[src/rtl/pc_branch_ctrl.sv]
`default_nettype none
//=============================================================================
// Module      : pc_branch_ctrl
// Description : Program-sequencing stage behind the accumulator ALU.
//               Registers the ALU z/neg flags, resolves BRZ/BRN/JMP against
//               the registered flags using a writable absolute-target LUT,
//               drives the instruction-fetch PC and runs the start/done
//               program handshake (IDLE -> RUN -> HALT).
//               Optional build macro BR_STATS_EN adds cyc_cnt/taken_cnt
//               statistics outputs (16-bit, saturating).
// Revision    : 1.0 - initial release
//=============================================================================
module pc_branch_ctrl #(
  parameter int PC_W   = 10,
  parameter int LUT_AW = 4
) (
  input  logic              clk,
  input  logic              reset,
  input  logic              start,
  input  logic              halt_i,
  input  logic [1:0]        br_op,
  input  logic [LUT_AW-1:0] br_idx,
  input  logic              flag_we,
  input  logic              z_in,
  input  logic              neg_in,
  input  logic              lut_we,
  input  logic [LUT_AW-1:0] lut_waddr,
  input  logic [PC_W-1:0]   lut_wdata,
  output logic [PC_W-1:0]   pc,
  output logic              running,
  output logic              done,
  output logic              z_flag,
  output logic              neg_flag
`ifdef BR_STATS_EN
  ,
  output logic [15:0]       cyc_cnt,
  output logic [15:0]       taken_cnt
`endif
);

  // --------------------------------------------------------------------------
  // Constants
  // --------------------------------------------------------------------------
  localparam int c_lut_depth = 1 << LUT_AW;

  localparam logic [1:0] c_st_idle = 2'd0;
  localparam logic [1:0] c_st_run  = 2'd1;
  localparam logic [1:0] c_st_halt = 2'd2;

  localparam logic [1:0] c_br_none = 2'b00;
  localparam logic [1:0] c_br_brz  = 2'b01;
  localparam logic [1:0] c_br_brn  = 2'b10;
  localparam logic [1:0] c_br_jmp  = 2'b11;

  localparam logic [PC_W-1:0] c_pc_zero = '0;
  localparam logic [PC_W-1:0] c_pc_one  = {{(PC_W-1){1'b0}}, 1'b1};

  // --------------------------------------------------------------------------
  // State
  // --------------------------------------------------------------------------
  logic [1:0]      r_state;
  logic [PC_W-1:0] r_pc;
  logic            r_running;
  logic            r_done;
  logic            r_z_flag;
  logic            r_neg_flag;
  logic [PC_W-1:0] r_lut [c_lut_depth];

  logic            w_taken;
  logic [PC_W-1:0] w_target;
  logic [PC_W-1:0] w_pc_inc;
  logic            w_in_run;

  // The LUT read is combinational on the pre-edge contents, so a write to the
  // same entry in the same cycle is only seen by branches from the next cycle.
  assign w_target = r_lut[br_idx];
  // Natural PC_W-bit rollover gives the silent wrap from all-ones to zero.
  assign w_pc_inc = r_pc + c_pc_one;
  assign w_in_run = (r_state == c_st_run);

  // Branch resolution against the registered flags only.
  always_comb begin
    w_taken = 1'b0;
    case (br_op)
      c_br_none: w_taken = 1'b0;
      c_br_brz:  w_taken = r_z_flag;
      c_br_brn:  w_taken = r_neg_flag;
      c_br_jmp:  w_taken = 1'b1;
      default:   w_taken = 1'b0;
    endcase
  end

  // Sequencer FSM and program counter; start restarts from any state.
  always_ff @(posedge clk or posedge reset) begin
    if (reset) begin
      r_state   <= c_st_idle;
      r_pc      <= c_pc_zero;
      r_running <= 1'b0;
      r_done    <= 1'b0;
    end else if (start) begin
      r_state   <= c_st_run;
      r_pc      <= c_pc_zero;
      r_running <= 1'b1;
      r_done    <= 1'b0;
    end else begin
      case (r_state)
        c_st_idle: begin
          r_pc <= c_pc_zero;
        end
        c_st_run: begin
          if (halt_i) begin
            r_state   <= c_st_halt;
            r_running <= 1'b0;
            r_done    <= 1'b1;
          end else if (w_taken) begin
            r_pc <= w_target;
          end else begin
            r_pc <= w_pc_inc;
          end
        end
        c_st_halt: begin
          r_state <= c_st_halt;
        end
        default: begin
          // Unreachable encoding: fall back to a clean idle.
          r_state   <= c_st_idle;
          r_pc      <= c_pc_zero;
          r_running <= 1'b0;
          r_done    <= 1'b0;
        end
      endcase
    end
  end

  // ALU flag capture: only while running, cleared whenever a start is taken.
  always_ff @(posedge clk or posedge reset) begin
    if (reset) begin
      r_z_flag   <= 1'b0;
      r_neg_flag <= 1'b0;
    end else if (start) begin
      r_z_flag   <= 1'b0;
      r_neg_flag <= 1'b0;
    end else if (flag_we && w_in_run) begin
      r_z_flag   <= z_in;
      r_neg_flag <= neg_in;
    end
  end

  // Branch-target table: written in any state, wiped by reset.
  always_ff @(posedge clk or posedge reset) begin
    if (reset) begin
      for (int i = 0; i < c_lut_depth; i++) begin
        r_lut[i] <= c_pc_zero;
      end
    end else if (lut_we) begin
      r_lut[lut_waddr] <= lut_wdata;
    end
  end

  assign pc       = r_pc;
  assign running  = r_running;
  assign done     = r_done;
  assign z_flag   = r_z_flag;
  assign neg_flag = r_neg_flag;

`ifdef BR_STATS_EN
  localparam logic [15:0] c_cnt_max = 16'hFFFF;
  localparam logic [15:0] c_cnt_one = 16'h0001;

  logic [15:0] r_cyc_cnt;
  logic [15:0] r_taken_cnt;
  logic        w_br_taken_evt;

  // A branch only counts when it actually redirects the PC (halt wins).
  assign w_br_taken_evt = w_in_run && !start && !halt_i && w_taken;

  // Saturating RUN-cycle and taken-branch counters, cleared on start.
  always_ff @(posedge clk or posedge reset) begin
    if (reset) begin
      r_cyc_cnt   <= '0;
      r_taken_cnt <= '0;
    end else if (start) begin
      r_cyc_cnt   <= '0;
      r_taken_cnt <= '0;
    end else begin
      if (w_in_run && (r_cyc_cnt != c_cnt_max)) begin
        r_cyc_cnt <= r_cyc_cnt + c_cnt_one;
      end
      if (w_br_taken_evt && (r_taken_cnt != c_cnt_max)) begin
        r_taken_cnt <= r_taken_cnt + c_cnt_one;
      end
    end
  end

  assign cyc_cnt   = r_cyc_cnt;
  assign taken_cnt = r_taken_cnt;
`endif

endmodule
`default_nettype wire

[config.mk]
export PLATFORM = sky130hd
export DESIGN_NAME = pc_branch_ctrl
export DESIGN_NICKNAME = d
export VERILOG_FILES = /design/src/rtl/pc_branch_ctrl.sv
export SDC_FILE = /design/constraint.sdc
export NUM_CORES = 1
export LEC_CHECK = 0
export CORE_MARGIN = 4
export CORE_UTILIZATION = 60
export CTS_BUF_LIST = sky130_fd_sc_hd__clkbuf_4
export DETAILED_ROUTE_END_ITERATION = 12
export DONT_BUFFER_PORTS = 1
export PLACE_DENSITY = 0.83
export SLEW_MARGIN = 30
export SYNTH_ARGS = -nofsm -noshare
export SYNTH_HDL_FRONTEND = slang
export SYNTH_SLANG_ARGS = --single-unit
[constraint.sdc]
create_clock -name clk -period 5.87 [get_ports clk]
set_input_delay 1.174 -clock clk [delete_from_list [all_inputs] [get_ports clk]]
set_output_delay 1.174 -clock clk [all_outputs]
set_load 0.02 [all_outputs]
==> flow_summary.toml <==
[status]
status = "completed"

[power]
p_leak_uw = 0.00368
p_total_uw = 2920
peakVddDrop_mv = 0.275
power.density_mw_per_mm2 = 337

[placement]
numPortBuffers = 0
hpwl_mm = 10.9
post_dp_cell_area_sq_mm = 0.00831
gp_congestion = 0.755
placed_cells = 700

[setup_path]
required_ps = 6380
critPathArrivalTime_ps = 2860
cp.buffers_inverters = 1
crit_path_end_kind = "flip-flop"
crit_fanout = 14
rrSetupSlack_ps = 3510
critPathSlowestCell = "or4_1"
slowest_delay_ps = 620
crit_chain = "inv_1 -> ha_1 -> nor4b_2 -> nand3_1 -> or4_1 -> o211ai_1"
setup.worst_path.class = "reg -> reg"
crit_family = "simple AND/OR/NAND/NOR gates"
start_kind = "flip-flop"

[grt]
grt_pass1_vias = 5135
grt-ovfl-total = 0
antenna_found_initial = 0
grt_pass1_wl_mm = 27.8
grt_max_degree = 177
grt_usage_pct = 23.0

[detailed_routing]
wl_mm = 17.1
postRouteAntennaNets = 0
drt_first_iter_violations = 353
post_drt_wl_per_cell_microns = 23.3
vias = 4724
drc = 0
drtPass1Iterations = 4
vias_per_cell = 6.44

[die]
die-area_sq_mm = 0.0157
coreArea_sq_mm = 0.0133
die_w_microns = 125
num_io_pins = 42
die_height_microns = 125
rows = 42
initial_utilization_pct = 61.7

[synth]
syn_avg_cell_area_sq_um = 14.9
synth_edf_count = 0
synth-seq-area-share_pct = 53.5
synth_flop_cell = "dfrtp_1"
synth_cell_type_count = 49
yosysWarnings = 0
synthCells = 553
syn_area_sq_mm = 0.00824
async_flop_share_pct = 100
synth-seq-cells = 176
syn-num-nets = 585

[sta]
maxSlewViolCount = 0
hold_viol = 0
min_period_over_period_pct = 40.2
skew_ps = 20.6
tns_ps = 0
rsz0062_at_grt = "false"
maxSlewHeadroom_pct = 36.3
timing.final.setup_violations = 0
tightest_slew_ps = 954
final.min_clock_period_ps = 2360
fmax_ghz = 0.424

[cells_and_area]
n_antenna_cell = 0
nets = 576
register_area_sq_mm = 0.00440
final_cells = 733
syn_to_final_growth_pct = 5.01
multi_input_area_sq_mm = 0.00365
drive_gt1_share_pct = 42.4
fill_cells = 960
final_area_sq_mm = 0.00865

[run]
drv_cap = 0

[clock_network]
clock_path_buffers = 2
path_clk_slew_ps = 140
ctsHoldBuffers = 0
cts_tree = "built"
postCtsResizedCells = 0
cts_buffers = 17
postCtsSetupRepairBufs = 0
root_buffer = "clkbuf_4"
clk_latency_ps = 580
clkSinkCount = 176
cts_htree_levels = 4

[worst_hold_path]
hold_class = "in -> async"
-- Yosys cell counts (all sizes together), types with 6 or more instances --
cell / number / share of area, %
nand3: 7 / 0.43
nand2: 18 / 0.82
mux2i: 6 / 0.73
clkbuf: 15 / 0.68
mux2: 163 / 22
nand2b: 8 / 0.61
buf: 15 / 1.4
nor2: 22 / 1.3
dfrtp: 176 / 53
o21ai: 12 / 0.73
mux4: 39 / 11
a21oi: 10 / 0.61
-- cell type report --
cell class	count	area share, %
Clock inverter	12	1.91
Multi-Input combinational cell	343	42.1
Clock buffer	20	1.74
Timing Repair Buffer	2	0.550
Tap cell	176	2.55
Inverter	4	0.217
Sequential cell	176	50.9
-- layer usage --
metal | GRT usage (%) | vias up | wire length [microns]
met5 | 0 | - | 0
met4 | 6.19 | 0 | 260
met3 | 6.74 | 20 | 1110
met2 | 37.1 | 133 | 8600
met1 | 31.2 | 2500 | 7140
li1 | - | 2071 | -
-- state kept, by name (all words and copies together), names as in the netlist --
| name | cells |
|---|---|
| z_flag | 1 |
| running | 1 |
| r_state | 2 |
| done | 1 |
| pc | 10 |
| r_lut | 160 |
| neg_flag | 1 |
-- metrics by stage --
stage | setup WS, ps | hold WS [ps] | utilization [%]
global route | 3300 | 474 | 64.8
detailed placement | 2970 | 486 | 62.3
finish | 3510 | 496 | 64.8
floorplan | 2440 | 470 | -
CTS | 3490 | 518 | 64.6
global placement | 3010 | 480 | 62.3
-- path summary, 6_finish.rpt --
check | startpoint | end | cells past startpoint
min in group clk | r_lut[155] | r_lut[155] | 1
worst min-delay path | reset | r_lut[114] | 2
worst min register to register | r_lut[155] | r_lut[155] | 1
max in group asynchronous | reset | running | 3
worst max-delay path | r_state[1] | pc[9] | 6
worst max register to register | r_state[1] | pc[9] | 6
-- cells in the final DEF (no fill, tap or decap), types with 2 or more instances in the layout --
cell | netlist | layout
a31oi_1 | 3 | 3
o21ai_1 | 2 | 2
nand3b_1 | 3 | 3
nor2b_1 | 5 | 5
bufinv_16 | 0 | 4
clkinv_2 | 0 | 4
nand2_1 | 18 | 18
nor3_1 | 2 | 2
nand4_1 | 2 | 2
dfrtp_1 | 176 | 176
or3_1 | 5 | 5
a21oi_1 | 10 | 10
a221oi_1 | 2 | 2
inv_1 | 4 | 3
nor2_2 | 9 | 9
nand3_1 | 7 | 7
ha_1 | 4 | 4
nand2b_1 | 8 | 8
o221ai_1 | 3 | 3
a22oi_1 | 4 | 4
mux2i_1 | 6 | 6
clkbuf_4 | 0 | 20
mux4_1 | 11 | 11
clkinv_1 | 0 | 2
mux2_2 | 163 | 163
nor2_1 | 13 | 13
a22o_1 | 3 | 3
o21ai_0 | 10 | 10
a21o_1 | 3 | 3
o211ai_1 | 2 | 2
mux4_2 | 28 | 28
-- cell families (layout without fill, tap and decap cells) --
kind of cell    after synthesis  in the layout  synth area share [%]
xor+xnor                      1              1                 0.106
compound gates               50             50                  4.13
flops                       176            176                  53.5
mux                         208            208                  34.2
buf+inv                      34             38                  2.29
simple gates                 80             80                  5.24
fa+ha+maj                     4              4                 0.607
-- power breakdown --
group	internal (uW)	switching (uW)
sequential	1480	149
combinational	350	194
clock	349	396
total	2180	740
No activity file was read; power rests on OpenSTA's default activity.
